$ cat config.mk
export PLATFORM = sky130hd
export DESIGN_NAME = rv32i_dec_stage
export DESIGN_NICKNAME = d
export VERILOG_FILES = /design/src/rtl/rv32i_dec_pkg.sv /design/src/rtl/rv32i_isa_dec.sv /design/src/rtl/rv32i_dec_stage.sv
export SDC_FILE = /design/constraint.sdc
export NUM_CORES = 1
export LEC_CHECK = 0
export BUFFER_PORTS_ARGS = -buffer_cell sky130_fd_sc_hd__buf_4
export CORE_MARGIN = 2
export CORE_UTILIZATION = 35
export CTS_CLUSTER_SIZE = 8
export DETAILED_ROUTE_END_ITERATION = 6
export PLACE_DENSITY = 0.6
export SLEW_MARGIN = 20
export SYNTH_ARGS = -nofsm -noshare
export SYNTH_HDL_FRONTEND = slang
export SYNTH_SLANG_ARGS = --single-unit
$ cat constraint.sdc
create_clock -name clk -period 5.3 [get_ports clk]
set_input_delay 1.06 -clock clk [delete_from_list [all_inputs] [get_ports clk]]
set_output_delay 1.06 -clock clk [all_outputs]
set_load 0.02 [all_outputs]
$ cat src/rtl/rv32i_dec_pkg.sv
// Shared RV32I decode types: format codes, base opcodes, the decoded bundle
// and the decode-stage occupancy states.
package rv32i_dec_pkg;

  typedef enum logic [2:0] {
    FMT_R    = 3'd0,
    FMT_I    = 3'd1,
    FMT_S    = 3'd2,
    FMT_B    = 3'd3,
    FMT_U    = 3'd4,
    FMT_J    = 3'd5,
    FMT_NONE = 3'd6
  } fmt_e;

  localparam logic [6:0] OPC_LUI      = 7'b0110111;
  localparam logic [6:0] OPC_AUIPC    = 7'b0010111;
  localparam logic [6:0] OPC_JAL      = 7'b1101111;
  localparam logic [6:0] OPC_JALR     = 7'b1100111;
  localparam logic [6:0] OPC_LOAD     = 7'b0000011;
  localparam logic [6:0] OPC_OP_IMM   = 7'b0010011;
  localparam logic [6:0] OPC_MISC_MEM = 7'b0001111;
  localparam logic [6:0] OPC_SYSTEM   = 7'b1110011;
  localparam logic [6:0] OPC_BRANCH   = 7'b1100011;
  localparam logic [6:0] OPC_STORE    = 7'b0100011;
  localparam logic [6:0] OPC_OP       = 7'b0110011;

  typedef struct packed {
    logic [31:0] pc;
    logic [6:0]  opcode;
    fmt_e        fmt;
    logic [4:0]  rd;
    logic [4:0]  rs1;
    logic [4:0]  rs2;
    logic [2:0]  funct3;
    logic [6:0]  funct7;
    logic [31:0] imm;
    logic        rd_we;
    logic        ill;
  } dec_bundle_t;

  typedef enum logic [1:0] {
    ST_EMPTY = 2'd0,
    ST_ONE   = 2'd1,
    ST_FULL  = 2'd2
  } stage_st_e;

endpackage

$ cat src/rtl/rv32i_isa_dec.sv
// Raw RV32I field slicing and per-format immediate assembly; no format
// knowledge here, the stage selects which of these apply.
module rv32i_isa_dec (
  input  logic [31:0] ir,
  output logic [6:0]  opcode,
  output logic [4:0]  rd,
  output logic [4:0]  rs1,
  output logic [4:0]  rs2,
  output logic [2:0]  funct3,
  output logic [6:0]  funct7,
  output logic [31:0] imm_i,
  output logic [31:0] imm_s,
  output logic [31:0] imm_b,
  output logic [31:0] imm_u,
  output logic [31:0] imm_j
);

  assign opcode = ir[6:0];
  assign rd     = ir[11:7];
  assign funct3 = ir[14:12];
  assign rs1    = ir[19:15];
  assign rs2    = ir[24:20];
  assign funct7 = ir[31:25];

  assign imm_i = {{20{ir[31]}}, ir[31:20]};
  assign imm_s = {{20{ir[31]}}, ir[31:25], ir[11:7]};
  assign imm_b = {{20{ir[31]}}, ir[7], ir[30:25], ir[11:8], 1'b0};
  assign imm_u = {ir[31:12], 12'h000};
  assign imm_j = {{12{ir[31]}}, ir[19:12], ir[20], ir[30:21], 1'b0};

endmodule

$ cat src/rtl/rv32i_dec_stage.sv
// RV32I decode pipeline stage: combinational decode of the fetched word into
// a two-entry (OUT + SKID) registered buffer toward execute.
module rv32i_dec_stage
  import rv32i_dec_pkg::*;
#(
  parameter logic ILL_CHECK = 1'b1
) (
  input  logic        clk,
  input  logic        rst,
  input  logic        fch_vld,
  output logic        fch_rdy,
  input  logic [31:0] fch_ir,
  input  logic [31:0] fch_pc,
  input  logic        flush,
  output logic        ex_vld,
  input  logic        ex_rdy,
  output logic [31:0] ex_pc,
  output logic [6:0]  ex_opcode,
  output logic [2:0]  ex_fmt,
  output logic [4:0]  ex_rd,
  output logic [4:0]  ex_rs1,
  output logic [4:0]  ex_rs2,
  output logic [2:0]  ex_funct3,
  output logic [6:0]  ex_funct7,
  output logic [31:0] ex_imm,
  output logic        ex_rd_we,
  output logic        ex_ill
);

  logic [6:0]  opc_s;
  logic [4:0]  rd_s;
  logic [4:0]  rs1_s;
  logic [4:0]  rs2_s;
  logic [2:0]  funct3_s;
  logic [6:0]  funct7_s;
  logic [31:0] imm_i_s;
  logic [31:0] imm_s_s;
  logic [31:0] imm_b_s;
  logic [31:0] imm_u_s;
  logic [31:0] imm_j_s;

  fmt_e        fmt_s;
  dec_bundle_t dec_s;

  stage_st_e   state_q, state_d;
  dec_bundle_t out_q, out_d;
  dec_bundle_t skid_q, skid_d;
  logic        ex_vld_q, ex_vld_d;
  logic        fch_rdy_q, fch_rdy_d;
  logic        fch_xfer_s;
  logic        ex_xfer_s;

  rv32i_isa_dec u_isa_dec (
    .ir     (fch_ir),
    .opcode (opc_s),
    .rd     (rd_s),
    .rs1    (rs1_s),
    .rs2    (rs2_s),
    .funct3 (funct3_s),
    .funct7 (funct7_s),
    .imm_i  (imm_i_s),
    .imm_s  (imm_s_s),
    .imm_b  (imm_b_s),
    .imm_u  (imm_u_s),
    .imm_j  (imm_j_s)
  );

  // Opcode to instruction format.
  always_comb begin
    fmt_s = FMT_NONE;
    case (opc_s)
      OPC_LUI, OPC_AUIPC:                          fmt_s = FMT_U;
      OPC_JAL:                                     fmt_s = FMT_J;
      OPC_JALR, OPC_LOAD, OPC_OP_IMM,
      OPC_MISC_MEM, OPC_SYSTEM:                    fmt_s = FMT_I;
      OPC_BRANCH:                                  fmt_s = FMT_B;
      OPC_STORE:                                   fmt_s = FMT_S;
      OPC_OP:                                      fmt_s = FMT_R;
      default:                                     fmt_s = FMT_NONE;
    endcase
  end

  // Bundle assembly; fields a format lacks (funct3 included) read as zero.
  always_comb begin
    dec_s        = '0;
    dec_s.pc     = fch_pc;
    dec_s.opcode = opc_s;
    dec_s.fmt    = fmt_s;
    case (fmt_s)
      FMT_R: begin
        dec_s.rd     = rd_s;
        dec_s.rs1    = rs1_s;
        dec_s.rs2    = rs2_s;
        dec_s.funct3 = funct3_s;
        dec_s.funct7 = funct7_s;
      end
      FMT_I: begin
        dec_s.rd     = rd_s;
        dec_s.rs1    = rs1_s;
        dec_s.funct3 = funct3_s;
        dec_s.imm    = imm_i_s;
      end
      FMT_S: begin
        dec_s.rs1    = rs1_s;
        dec_s.rs2    = rs2_s;
        dec_s.funct3 = funct3_s;
        dec_s.imm    = imm_s_s;
      end
      FMT_B: begin
        dec_s.rs1    = rs1_s;
        dec_s.rs2    = rs2_s;
        dec_s.funct3 = funct3_s;
        dec_s.imm    = imm_b_s;
      end
      FMT_U: begin
        dec_s.rd  = rd_s;
        dec_s.imm = imm_u_s;
      end
      FMT_J: begin
        dec_s.rd  = rd_s;
        dec_s.imm = imm_j_s;
      end
      default: begin
        dec_s.fmt = FMT_NONE;
      end
    endcase
    dec_s.ill = ILL_CHECK & ((fmt_s == FMT_NONE) | (fch_ir[1:0] != 2'b11));
    if (((fmt_s == FMT_R) || (fmt_s == FMT_I) || (fmt_s == FMT_U) || (fmt_s == FMT_J))
        && (dec_s.rd != 5'd0) && !dec_s.ill) begin
      dec_s.rd_we = 1'b1;
    end else begin
      dec_s.rd_we = 1'b0;
    end
  end

  assign fch_xfer_s = fch_vld & fch_rdy_q;
  assign ex_xfer_s  = ex_vld_q & ex_rdy;

  // Occupancy sequencing; flush beats every transfer.
  always_comb begin
    state_d = state_q;
    out_d   = out_q;
    skid_d  = skid_q;
    if (flush) begin
      state_d = ST_EMPTY;
    end else begin
      case (state_q)
        ST_EMPTY: begin
          if (fch_xfer_s) begin
            out_d   = dec_s;
            state_d = ST_ONE;
          end else begin
            state_d = ST_EMPTY;
          end
        end
        ST_ONE: begin
          if (fch_xfer_s && ex_xfer_s) begin
            out_d   = dec_s;
            state_d = ST_ONE;
          end else if (fch_xfer_s) begin
            skid_d  = dec_s;
            state_d = ST_FULL;
          end else if (ex_xfer_s) begin
            state_d = ST_EMPTY;
          end else begin
            state_d = ST_ONE;
          end
        end
        ST_FULL: begin
          if (ex_xfer_s) begin
            out_d   = skid_q;
            state_d = ST_ONE;
          end else begin
            state_d = ST_FULL;
          end
        end
        default: begin
          state_d = ST_EMPTY;
        end
      endcase
    end
    ex_vld_d  = (state_d != ST_EMPTY);
    fch_rdy_d = (state_d != ST_FULL);
  end

  // Stage registers; handshake flags are registered alongside the data.
  always_ff @(posedge clk) begin
    if (rst) begin
      state_q   <= ST_EMPTY;
      out_q     <= '0;
      skid_q    <= '0;
      ex_vld_q  <= 1'b0;
      fch_rdy_q <= 1'b1;
    end else begin
      state_q   <= state_d;
      out_q     <= out_d;
      skid_q    <= skid_d;
      ex_vld_q  <= ex_vld_d;
      fch_rdy_q <= fch_rdy_d;
    end
  end

  assign fch_rdy   = fch_rdy_q;
  assign ex_vld    = ex_vld_q;
  assign ex_pc     = out_q.pc;
  assign ex_opcode = out_q.opcode;
  assign ex_fmt    = out_q.fmt;
  assign ex_rd     = out_q.rd;
  assign ex_rs1    = out_q.rs1;
  assign ex_rs2    = out_q.rs2;
  assign ex_funct3 = out_q.funct3;
  assign ex_funct7 = out_q.funct7;
  assign ex_imm    = out_q.imm;
  assign ex_rd_we  = out_q.rd_we;
  assign ex_ill    = out_q.ill;

endmodule

==> reports/metrics.cfg <==
[clock_tree]
cts_buffers=29
postCtsSetupBuffers=0
root_buffer=clkbuf_16
cts_buffer_depth=3
postCtsHoldBufs=0
clk_latency_ns=0.53
ctsResizeCount=0
numClockSinks=206
cts.reportedPaths.clkPinSlew_ns=0.05
cts_tree=done
cts_max_level=1

[synth]
ys_seq_elements=206
netlist-cell-type-count=61
synthCells=1058
netlist_area_um2=8660
synthesis.nets=1129
yosys_most_used_dff=dfxtp_1
yosysWarnings=0
synthArstFlopShare_pct=0
synth-edff-count=0
avgSynthCellArea_um2=8.19
synth.yosys.seq_area_share_pct=47.6

[die]
io_pins=172
core.rowCount=57
initial_utilization_pct=35.6
dieArea_um2=26000
die_w_um=161
dieHeight_um=161
core_um2=24300

[drt]
routedWlPerCell_um=17.1
viasPerCell=5.34
drt_wl_total_um=25800
first_iter_violations=681
vias=8044
antenna_left=0
drcViolationCount=0
drt_first_pass_iters=5

[sta]
fin_crit_ns=3.24
finalSetupTns_ns=0
finalHoldViolations=0
setup_violations=0
fin_skew_ns=0.0133
max_freq_mhz=308
drv_slew=0
min_period_over_period_pct=61.2
whs_ns=0.451
slew_headroom_pct=23.9
rsz0062_at_grt=false
tightest_slew_ns=1.13

[placement]
place_inst=1473
io_buffers=171
gp_congestion=0.832
hpwl_um=16300

[setup_path]
crit_chain=buf_4 > nand2_1 > inv_1 > ha_1 > or4_2 > buf_4 > a211oi_4 > o21ai_1 > a21oi_1
cp-endpoint=skid_q[2]
crit_start=fch_vld
reg2reg_to=skid_q[2]
path_class=in -> reg
rr_worst_depth=8
cp_top_family=simple AND/OR/NAND/NOR gates
worstReg2RegStart=fch_rdy
end_kind=register
required_ns=5.75
cp_slowest_cell=or4_2
cp.arrival_ns=3.69
critPathBufInv=3
startpoint_type=input pin
cp_common_cell=buf_4
cp_max_fo=31
r2r_slack_ns=2.38
cpPeakStageDelay_ns=0.89
cp.depth=9

[power_and_ir_drop]
powerDensity_nw_per_um2=336
p_leak_nw=4.04
peakVddDrop_mv=0.190

[min_path]
hp-class=reg -> reg

[layout]
diodes=0
drive_gt1_share_pct=20.2
final_cells=1505
nFillCells=2453
layout_commonest_cell=nand2_1
utilization_pct=44.4
syn2layout_area_growth_pct=24.6
layout.area.seq_um2=4120
nets=1251
layout_common_cells=210 x nand2_1, 206 x dfxtp_1, 181 x buf_4
multi_input_area_um2=4090

[outcome]
status=finished, final reports clean

[grt]
grt_pass1_wl_um=41300
grt_pass1_vias=7457
antenna_found_initial=0
grt_usage_pct=19.3
grt_max_degree=139
grt.overflow.total=0

[flow_run]
maxCapViolCount=0

[cells by family (layout without fill, tap and decap cells)]
logic type,after synthesis,after routing,share of synthesized area [%]
buf+inv,108,231,5.53
simple gates,466,466,23.2
fa+ha+maj,2,2,0.289
compound gates,276,276,23.4
flops,206,206,47.6
[worst reg2reg max path, stage by stage (launching register included)]
cell and delay, ns:
dfxtp_1 0.33, nand2_1 0.16, inv_1 0.09, ha_1 0.25, or4_2 0.89, buf_4 0.36
a211oi_4 0.49, o21ai_1 0.12, a21oi_1 0.17
[through the flow]
step | instance area, µm² | worst slack, ns | total power [mW]
3_3_place_gp | 10000 | 1.61 | 2.08
5_1_grt | 10800 | 1.91 | 3.79
6_report | 10800 | 2.06 | 3.63
3_5_place_dp | 10000 | 1.56 | 2.08
2_1_floorplan | 8660 | 2.51 | 1.90
4_1_cts | 10800 | 2.10 | 3.68
[worst min-delay path by stage]
stage	start	slack, ns	endpoint	cells past startpoint
final	skid_q[11]	0.45	skid_q[11]	2
after floorplan	skid_q[34]	0.43	skid_q[34]	2
after CTS	skid_q[39]	0.45	skid_q[39]	2
after global routing	skid_q[79]	0.47	skid_q[79]	2
after global placement	skid_q[34]	0.44	skid_q[34]	2
after detailed placement	skid_q[7]	0.44	skid_q[7]	2
[registers in the layout, summed over array words and instances, names as in the netlist]
signal	count
ex_rd	5
ex_rs1	5
ex_vld	1
ex_opcode	7
fch_rdy	1
skid_q	101
ex_rs2	5
ex_funct3	3
ex_imm	32
ex_ill	1
ex_funct7	7
ex_pc	32
state_q	2
ex_rd_we	1
ex_fmt	3
[power by group]
part	total (mW)	switching [mW]	internal, mW	leakage, nW
Sequential	1.64	0.0314	1.61	1.67
Clock	1.58	0.627	0.955	0.364
Combinational	0.409	0.251	0.158	2.00
Total	3.63	0.909	2.72	4.04
[synthesized netlist by cell type, drive strengths merged, types with 10 or more instances]
master	n	area, µm²
or2	11	68.8
a311oi	48	420
nand2b	10	62.6
inv	16	60.1
nand3	29	145
buf	34	201
clkbuf	57	214
nor3	25	125
dfxtp	206	4120
a221oi	15	131
a21oi	76	392
a32oi	12	105
nand2	210	788
nor2	144	543
o21ai	11	58.8
a22oi	19	143
o22ai	13	81.3
a211oi	47	365
[layout make-up]
cell class / count / area share, %
Clock inverter: 1 / 0.0812
Multi-Input combinational cell: 744 / 37.9
Inverter: 17 / 0.591
Timing Repair Buffer: 182 / 12.7
Clock buffer: 31 / 6.79
Tap cell: 324 / 3.76
Sequential cell: 206 / 38.2
[per-layer routing]
metal	vias up	routed length, µm	track usage (%)
met2	310	11200	28.7
li1	3977	-	-
met1	3728	12200	28.6
met3	29	1920	3.88
met4	0	461	4.63
met5	-	0	0
No activity file was read; power rests on OpenSTA's default activity.
